--- config.mk ---
export PLATFORM = sky130hd
export DESIGN_NAME = booth_mult_ctrl
export DESIGN_NICKNAME = d
export VERILOG_FILES = /design/src/rtl/multdiv_pkg.sv /design/src/rtl/booth_module.sv /design/src/rtl/booth_mult_ctrl.sv
export SDC_FILE = /design/constraint.sdc
export NUM_CORES = 1
export LEC_CHECK = 0
export BUFFER_PORTS_ARGS = -buffer_cell sky130_fd_sc_hd__buf_2
export CAP_MARGIN = 20
export CORE_UTILIZATION = 40
export CTS_CLUSTER_SIZE = 8
export DETAILED_ROUTE_END_ITERATION = 8
export PLACE_DENSITY = 0.65
export SYNTH_ARGS = -nofsm -noshare
export SYNTH_HDL_FRONTEND = slang
export SYNTH_SLANG_ARGS = --single-unit
--- constraint.sdc ---
create_clock -name clock -period 12.8 [get_ports clock]
set_clock_uncertainty 0.1 [all_clocks]
set_input_delay 1.92 -clock clock [delete_from_list [all_inputs] [get_ports clock]]
set_output_delay 1.92 -clock clock [all_outputs]
set_load 0.01 [all_outputs]
--- src/rtl/multdiv_pkg.sv ---
// Shared types and sizing for the multdiv unit's multiply path.
package multdiv_pkg;

  localparam int unsigned MULT_STEPS = 8;
  localparam int unsigned OPW        = 16;
  localparam int unsigned PRODW      = 32;
  localparam int unsigned CNTW       = $clog2(MULT_STEPS);

  localparam logic [CNTW-1:0] LAST_STEP = CNTW'(MULT_STEPS - 1);

  typedef enum logic [1:0] {
    ST_IDLE = 2'd0,
    ST_RUN  = 2'd1,
    ST_DONE = 2'd2
  } state_t;

  // Sign-extend an operand to product width.
  function automatic logic [PRODW-1:0] sext_op(input logic [OPW-1:0] x);
    return {{(PRODW - OPW){x[OPW-1]}}, x};
  endfunction

endpackage

--- src/rtl/booth_module.sv ---
// Radix-4 Booth partial-product generator for one multiplier digit group.
// Negative digits are emitted as one's complement plus carry_out, so the sum is the two's complement.
module booth_module
  import multdiv_pkg::*;
(
  input  logic [PRODW-1:0] multiplicand,
  input  logic [OPW-1:0]   multiplier,
  input  logic [CNTW-1:0]  counter_output,
  output logic [PRODW-1:0] booth_output,
  output logic             carry_out
);

  logic [OPW:0]       mult_ext;
  logic [2:0]         triplet;
  logic [PRODW-1:0]   mag;
  logic [PRODW-1:0]   shifted;
  logic               neg;

  // Implicit zero below bit 0 for the lowest group.
  assign mult_ext = {multiplier, 1'b0};

  always_comb begin
    triplet = 3'(mult_ext >> {counter_output, 1'b0});
    mag     = '0;
    neg     = 1'b0;
    case (triplet)
      3'b001, 3'b010: mag = multiplicand;
      3'b011:         mag = multiplicand << 1;
      3'b100: begin
        mag = multiplicand << 1;
        neg = 1'b1;
      end
      3'b101, 3'b110: begin
        mag = multiplicand;
        neg = 1'b1;
      end
      default: ;
    endcase
    shifted      = mag << {counter_output, 1'b0};
    booth_output = neg ? ~shifted : shifted;
    carry_out    = neg;
  end

endmodule

--- src/rtl/booth_mult_ctrl.sv ---
// Sequencing controller: accepts a 16x16 signed multiply, runs eight Booth
// accumulate steps, and holds the product on a valid/ready result port.
module booth_mult_ctrl
  import multdiv_pkg::*;
(
  input  logic             clock,
  input  logic             reset_n,
  input  logic             op_valid,
  output logic             op_ready,
  input  logic [OPW-1:0]   op_multiplicand,
  input  logic [OPW-1:0]   op_multiplier,
  output logic             res_valid,
  input  logic             res_ready,
  output logic [PRODW-1:0] res_product,
  output logic             busy
);

  state_t           state;
  logic [CNTW-1:0]  cnt;
  logic [PRODW-1:0] acc;
  logic [PRODW-1:0] mcand;
  logic [OPW-1:0]   mplier;
  logic [PRODW-1:0] booth_pp;
  logic             booth_carry;
  logic             accept;

  booth_module u_booth (
    .multiplicand   (mcand),
    .multiplier     (mplier),
    .counter_output (cnt),
    .booth_output   (booth_pp),
    .carry_out      (booth_carry)
  );

  // Ready also in DONE when the result is being taken, enabling back-to-back issue.
  assign op_ready    = (state == ST_IDLE) | ((state == ST_DONE) & res_ready);
  assign accept      = op_valid & op_ready;
  assign res_product = acc;

  always_ff @(posedge clock or negedge reset_n) begin
    if (!reset_n) begin
      state     <= ST_IDLE;
      cnt       <= '0;
      acc       <= '0;
      mcand     <= '0;
      mplier    <= '0;
      res_valid <= 1'b0;
      busy      <= 1'b0;
    end else if (accept) begin
      state     <= ST_RUN;
      cnt       <= '0;
      acc       <= '0;
      mcand     <= sext_op(op_multiplicand);
      mplier    <= op_multiplier;
      res_valid <= 1'b0;
      busy      <= 1'b1;
    end else begin
      case (state)
        ST_RUN: begin
          acc <= acc + booth_pp + PRODW'(booth_carry);
          cnt <= cnt + CNTW'(1);
          if (cnt == LAST_STEP) begin
            state     <= ST_DONE;
            busy      <= 1'b0;
            res_valid <= 1'b1;
          end
        end
        ST_DONE: begin
          if (res_ready) begin
            state     <= ST_IDLE;
            res_valid <= 1'b0;
          end
        end
        default: state <= ST_IDLE;
      endcase
    end
  end

endmodule

Word-level counts from Yosys, hierarchy flattened
Cells that the tools add are included.
W data, S select, Z words.
{"block": "totals", "regBits": 71, "in_bits": 36, "elab_cells": 55, "output_inout_bits": 35}
{"block": "classes", "eq_ne": 11, "n_reduce_logical": 10, "n_shift": 2, "n_mux": 18, "n_addsub": 3, "n_bitwise": 4}
{"op": "$mux W32", "count": 3}
{"op": "$pmux W32 S2", "count": 1}
{"op": "$add A32 B1 Y32", "count": 1}
{"op": "$add A32 B32 Y32", "count": 1}
{"op": "$not A32 Y32", "count": 1}
{"op": "$shl A32 B4 Y32", "count": 1}
{"op": "$shr A17 B4 Y3", "count": 1}
{"op": "$eq A3 B3 Y1 const B", "count": 4}
{"op": "$mux W1", "count": 7}
{"op": "$eq A3 B2 Y1 const B", "count": 2}
{"op": "$mux W2", "count": 3}
{"op": "$mux W3", "count": 2}
{"op": "$ne A3 B3 Y1 const B", "count": 2}
{"op": "$pmux W2 S2", "count": 1}
{"op": "$reduce_and A2 Y1", "count": 2}
{"op": "$reduce_bool A2 Y1", "count": 2}
{"op": "$reduce_or A4 Y1", "count": 1}
{"op": "$add A3 B1 Y3 const B", "count": 1}
{"op": "$eq A3 B1 Y1 const B", "count": 1}
{"op": "$reduce_and A3 Y1", "count": 1}
{"op": "$reduce_bool A3 Y1", "count": 1}
{"op": "$reduce_or A3 Y1", "count": 1}
{"op": "$and A1 B1 Y1", "count": 2}
{"op": "$eq A2 B1 Y1 const B", "count": 1}
{"op": "other kinds (5)", "count": 5}

Depth between registers and ports, before layout
Gate-level depths: netlist of run 1.
{"block": "logic_depth", "word_depth": 11, "depth_mapped": 26, "depth_no_buf": 21}

Hierarchy
From an unflattened synthesis of run 1, not the netlist that was laid out.
{"block": "hier_totals", "cells_unflattened": 769, "hier_area_um2": 6578.8}
{"mod": "booth_mult_ctrl", "area_per_inst_um2": 4294.1, "instances": 1, "cells_per_inst": 433, "seq_area_each_um2": 1776.7}
{"mod": "booth_module", "area_per_inst_um2": 2284.7, "instances": 1, "cells_per_inst": 336, "seq_area_each_um2": 0.0}

Worst setup path after synthesis of run 1
No wires, ideal clock.
{"block": "synth_timing", "path_kind": "flip-flop to flip-flop", "startpoint": "reg cnt[0]", "endpoint": "reg acc[24], in the netlist res_product[24]", "arrival_ps": 5013, "required_time_ps": 12554, "stages_incl_launch_ff": 26, "path_buffers": 4, "slack_ps": 7541, "setup_time_ps": 146, "synth_period_minus_slack_ps": 5259, "path_cell_list": "dfrtp_1 > buf_6 > inv_2 > buf_1 > nor2_1 > a31oi_1 > o21a_1 > inv_1 > ha_1 > mux2_4 > buf_12 > buf_6 > a22oi_1 > mux2i_1 > mux2i_1 > o21ai_1 > xor2_1 > ha_1 > nand2_1 > nor3_1 > a21oi_1 > a2111oi_0 > o2111ai_1 > a21boi_0 > mux2i_1 > o311ai_0"}
{"block": "synth_via", "elab_chain_cells": 11, "elab_cells_between_ends": 19, "classes_between": "2 x add/sub; 6 x eq/ne; 2 x shift; 5 x mux; 1 x bitwise; 3 x reduce/logical"}
{"element": "start: declaration", "line_no": "booth_mult_ctrl.sv:19", "text": "logic [CNTW-1:0] cnt;"}
{"element": "start signal: assignment", "line_no": "booth_mult_ctrl.sv:61", "text": "cnt <= cnt + CNTW'(1);"}
{"element": "$shr A17 B4 Y3", "line_no": "booth_module.sv:23", "text": "triplet = 3'(mult_ext >> {counter_output, 1'b0});"}
{"element": "$eq A3 B1 Y1 (tied with other cells)", "line_no": "booth_module.sv:26", "text": "case (triplet)"}
{"element": "$reduce_or A4 Y1 (no source line) / $reduce_or A2 Y1 (equally long branches)"}
{"element": "$pmux W32 S2", "line_no": "booth_module.sv:26"}
{"element": "$shl A32 B4 Y32", "line_no": "booth_module.sv:39", "text": "shifted = mag << {counter_output, 1'b0};"}
{"element": "$not A32 Y32", "line_no": "booth_module.sv:40", "text": "booth_output = neg ? ~shifted : shifted;"}
{"element": "$mux W32", "line_no": "booth_module.sv:40"}
{"element": "$add A32 B32 Y32", "line_no": "booth_mult_ctrl.sv:60", "text": "acc <= acc + booth_pp + PRODW'(booth_carry);"}
{"element": "$add A32 B1 Y32 (*)", "line_no": "booth_mult_ctrl.sv:60"}
{"element": "$mux W32 (*)", "line_no": "booth_mult_ctrl.sv:58", "text": "case (state)"}
{"element": "$mux W32 (*)", "line_no": "booth_mult_ctrl.sv:49", "text": "end else if (accept) begin"}
{"element": "end signal: assignment", "line_no": "booth_mult_ctrl.sv:60"}
{"element": "end: declaration", "line_no": "booth_mult_ctrl.sv:20", "text": "logic [PRODW-1:0] acc;"}
Every way passes the cells marked *; elsewhere a longest branch is shown, timed or not. The select of a mux whose other input is x is not followed.
A chain may end at the register's enable or synchronous reset.

Worst setup path in the final report of run 1
{"block": "layout_timing", "startpoint": "reg cnt[0]", "endpoint": "reg acc[28], in the netlist res_product[28]"}
Same word-level chain as after synthesis.

==> qor.csv, run 1 <==
metric;value;unit
outcome;finished, violations left;
failing checks;design-rule violations;
Syn Nets;816;
CP cell instances;inv_2 -> nor2_1 -> a31oi_1 -> o21a_1 -> ha_1 -> a22oi_1 -> mux4_2 -> nand2_1 -> o21ai_1 -> xnor2_1 -> ha_1 -> nand2_1 -> nor3_1 -> a21oi_1 -> a2111oi_0 -> dlymetal6s2s_1 -> o21ai_0 -> a31oi_1 -> mux2i_1 -> nand3_1;
Hold Path Depth;2;
hold crit path type;flop to flop;
DR iter-0 viols;377;
share of post-route cells with drive strength above 1;0.163;
Num CTS Buffers;9;
commonest non-fill, non-tap cells in the layout;nand2_1, dfrtp_1, buf_2;
diodes inserted;0;
worst hold slack;0.374;ns
CTS tree;yes;
Clk Latency, worst-skew pair;0.35;ns
Synth area leaders;dfrtp_1, nand2_1, ha_1;
Reg2Reg Depth;20;
met2 Use GR;0.320;
Max Root-Sink Buffers;2;
Tcrit/Tclk final;0.482;
commonest non-fill, non-tap cell in the layout;nand2_1;
crit path max fanout;23;
Crit path buffers/inverters;2;
post-synthesis to final-layout area growth;12.5;%
Core Area;14700;um^2
H-tree depth;3;
CTS clk-pin slew, worst paths;0.06;ns
final wirelength;14900;um
Seq/Total Area, Yosys;0.291;
CP Capture Type;flop;
Avg Cell Area, Syn;8.29;um^2
GR Layer Usage met1;0.284;
post-DP HPWL;10800;um
Synth top area share;0.291;
Top delay family on crit path;compound AO/OA/AOI/OAI gates;
# fillers;1453;
critical path's slowest cell;dfrtp_1;
wire per inst;15.4;um
row count;44;
commonest register cell after synthesis;dfrtp_1;
Sink Count;71;
Nets;861;
ANT nets after route;0;
# port buffers;70;
Synth cell types;70;
critical path class;flop to flop;
Synth Register Bits;71;
largest net degree at the start of global routing;72;
Slew HR;0.363;
RSZ-0062 raised after global routing;false;
leading area contributor after synthesis;dfrtp_1;
post-CTS setup buffers;0;
hold_buf cts;0;
number of cells produced by synthesis;736;
Max Clk Rate;0.162;GHz
Critical Path Source Type;flop;
aggregate global routing overflow;0;
Die ar.;15700;um^2
Post-synth EDFFs;0;
vias in the first global route;5146;
grt peak-use layer;met2;
synthesized cell area;6100;um^2
global-route wire length before repair;25600;um
die height;125;um
final worst setup slack;6.63;ns
Synth warnings;0;
Initial Util;0.415;
# DRC;2;
RD Place Congestion;0.866;
Final setup viols;0;
Final Hold Violating Endpoints;0;
gr usage total;0.203;
Worst EP required;12.94;ns
CP max stage delay;0.86;ns
post-CTS sizing;0;
antenna violations before repair;0;
Vias/cell;5.48;
GRT met3 Usage;0.0308;
num ports;71;
clock root buffer;clkbuf_16;
Arrival @ worst endpoint;6.31;ns
pre-CTS setup slack;6.23;ns
vias;5316;
final slew viol count;0;
Max-cap violations;0;
Synth async-reset ratio;1.00;
first-pass iteration count of the detailed router;7;
Worst path depth;20;
aggregate negative setup slack;0;ns
crit path time final;6.17;ns
Die Wd;125;um
worst slew pin tran;0.956;ns
[path summary, 6_finish.rpt]
kind | start | to | slack (ns)
max | cnt[0] | res_product[28] | 6.63
min | busy | busy | 0.37
max reg2reg | cnt[0] | res_product[28] | 6.63
min reg2reg | busy | busy | 0.37
max in group asynchronous | reset_n | mcand[10] | 10.39
min in group asynchronous | reset_n | res_product[23] | 1.58
[cell usage after synthesis (4+ instances only)]
library cell	instances
nand2_1	152
dfrtp_1	71
o21ai_0	44
ha_1	43
nand3_1	43
a21oi_1	33
nor2_1	33
mux2i_1	30
xor2_1	28
clkbuf_1	27
xnor2_1	22
inv_1	21
a21o_1	16
a31oi_1	11
nor3_1	11
a22oi_1	9
buf_1	8
mux2_2	8
o21a_1	7
o21bai_1	7
a211oi_1	6
a22oi_2	6
and3_1	6
nand4_1	6
o21ai_1	6
mux4_2	5
o31ai_1	5
a211o_1	4
a21boi_0	4
nand2b_1	4
nand3b_1	4
[cell type report]
class | count | area, um^2 | share of cell area
inverter | 23 | 86.3 | 0.0126
timing repair buffer | 76 | 420 | 0.0613
tap | 184 | 230 | 0.0336
clock buffer | 10 | 239 | 0.0348
multi-input combinational | 600 | 4050 | 0.591
clock inverter | 6 | 53.8 | 0.00784
sequential | 71 | 1780 | 0.259
[kinds of logic (layout without fill, tap and decap cells)]
family          after synthesis  after routing  share of synthesized area
xor+xnor                     50             50                     0.0718
flops                        71             71                      0.291
compound gates              181            181                      0.202
buf+inv                      65            115                     0.0464
mux                          48             48                     0.0970
simple gates                277            277                      0.200
fa+ha+maj                    44             44                     0.0915
[worst min-delay path, cell delays in order, from the launching register on]
cell,delay [ns]
dfrtp_1,0.33
nand2_1,0.05
nand2_1,0.06
[sequential cells by signal, indices dropped and copies added, names as in the netlist]
signal,count
busy,1
cnt,3
res_valid,1
mplier,16
res_product,32
state,2
mcand,16
[through the flow]
| stage | instance area [um^2] | utilization | instances |
|---|---|---|---|
| 4_1_cts | 6820 | 0.464 | 968 |
| 2_1_floorplan | 6100 | - | 736 |
| 3_5_place_dp | 6530 | 0.444 | 952 |
| 6_report | 6860 | 0.467 | 970 |
| 5_1_grt | 6860 | 0.467 | 970 |
| 3_3_place_gp | 6530 | 0.444 | 952 |
[routing by layer]
layer,part of all wire,vias to the layer above,wire [um]
met5,0,-,0
met4,0.014,0,208
met3,0.030,13,445
met2,0.45,96,6730
met1,0.51,2500,7550
li1,-,2707,-
Power of run 1 is not shown: default switching activity piles up to over one toggle a cycle in this logic, so the estimate is an artifact.
==> inputs of run 2 (changes only) <==
clock period = 6 ns   (was 12.8 ns; I/O delays follow)
==> run 2 against run 1 <==
The flow still finishes with violations (design-rule violations). Maximum frequency rose by 15%. Critical path depth did not move. Critical path type unchanged. Setup slack got worse by 6.0 ns. Register-to-register slack got worse by 6.0 ns. Core utilization rose by 0.20 points.
==> qor.csv, run 2 (synthesis gave the netlist of run 1 again) <==
metric;value;unit
post-CTS setup buffers;0;
Core Area;14700;um^2
RSZ-0062 raised after global routing;false;
Critical Path Source Type;flop;
Die ar.;15700;um^2
Max-cap violations;0;
H-tree depth;3;
critical path class;flop to flop;
aggregate global routing overflow;0;
diodes inserted;0;
Largest register FFs;32;
aggregate negative setup slack;0;ns
CTS clk-pin slew, worst paths;0.07;ns
Num CTS Buffers;9;
global-route wire length before repair;25600;um
ANT nets after route;0;
Vias/cell;5.49;
final slew viol count;0;
Crit Reg-Reg Startpoint;cnt[0];
post-CTS sizing;0;
Reg2Reg Depth;20;
wire per inst;15.6;um
vias;5357;
Final setup viols;0;
placed insts;958;
gr usage total;0.203;
worst hold slack;0.376;ns
commonest non-fill, non-tap cells in the layout;nand2_1, dfrtp_1, buf_2;
non-filler cells, final;975;
row count;44;
num ports;71;
critical path startpoint;cnt[0];
# DRC;2;
RD Place Congestion;0.995;
outcome;finished, violations left;
Arrival @ worst endpoint;5.49;ns
CTS tree;yes;
clock root buffer;clkbuf_16;
FF-to-FF End;res_product[26];
antenna violations before repair;0;
Die Wd;125;um
worst slew pin tran;0.953;ns
vias in the first global route;5104;
Max Root-Sink Buffers;2;
# port buffers;70;
Slew HR;0.365;
post-DP HPWL;11100;um
largest net degree at the start of global routing;72;
die height;125;um
hold_buf cts;0;
Max Clk Rate;0.186;GHz
Final Hold Violating Endpoints;0;
# fillers;1467;
failing checks;design-rule violations;
Tcrit/Tclk final;0.897;
hold crit path type;flop to flop;
first-pass iteration count of the detailed router;7;
Setup crit end;res_product[26];
R2R Setup Slk;0.62;ns
CP Capture Type;flop;
post-synthesis to final-layout area growth;12.9;%
Worst EP required;6.11;ns
Initial Util;0.415;
final wirelength;15200;um
Clk Latency, worst-skew pair;0.35;ns
commonest non-fill, non-tap cell in the layout;nand2_1;
share of post-route cells with drive strength above 1;0.169;
Nets;866;
crit path max fanout;20;
Sink Count;71;
DR iter-0 viols;300;
crit path time final;5.38;ns
run 2: worst min-delay path by stage:
| stage | startpoint | to | slack [ns] | depth (start not counted) |
|---|---|---|---|---|
| after global placement | mplier[15] | mplier[15] | 0.36 | 2 |
| after floorplan | mplier[15] | mplier[15] | 0.34 | 2 |
| after global routing | mplier[0] | mplier[0] | 0.39 | 2 |
| final | busy | busy | 0.38 | 2 |
| after CTS | mplier[0] | mplier[0] | 0.38 | 2 |
| after detailed placement | mplier[0] | mplier[0] | 0.36 | 2 |
run 2: layout make-up:
class | instances | area, um^2 | share of cell area
flip-flops and latches | 71 | 1780 | 0.258
clock inverters | 7 | 61.3 | 0.00890
clock buffers | 9 | 225 | 0.0327
well taps | 184 | 230 | 0.0334
multi-input cells | 600 | 4050 | 0.588
repair buffers | 81 | 455 | 0.0661
inverters | 23 | 86.3 | 0.0125
run 2: critical path, cell delays in order, from the launching register on:
cell	delay, ns
dfrtp_1	0.51
mux4_2	0.54
nand2_1	0.08
o21a_1	0.17
inv_1	0.08
ha_1	0.21
mux2_4	0.37
a22oi_1	0.30
mux2i_1	0.18
mux2i_1	0.29
o21ai_0	0.14
xor2_1	0.18
ha_1	0.39
a21oi_1	0.17
nor2_1	0.06
a211oi_1	0.32
o21ai_0	0.27
or2_2	0.40
a41oi_1	0.25
xnor2_1	0.14
o21ai_0	0.09
run 2: per-layer routing:
metal	vias to the layer above	global-route usage	routed length, um
met5	-	0	0
met4	0	0.0882	403
met3	27	0.0424	697
met2	150	0.300	6610
met1	2459	0.286	7480
li1	2721	-	-
run 2: through the flow:
stage	area [um^2]	utilization	worst slack, ns
global route	6890	0.469	0.213
global placement	6570	0.447	0.664
detailed placement	6570	0.447	0.649
CTS	6860	0.467	0.631
floorplan	6100	-	0.741
finish	6890	0.469	0.620
Power of run 2 is left out for the same reason.
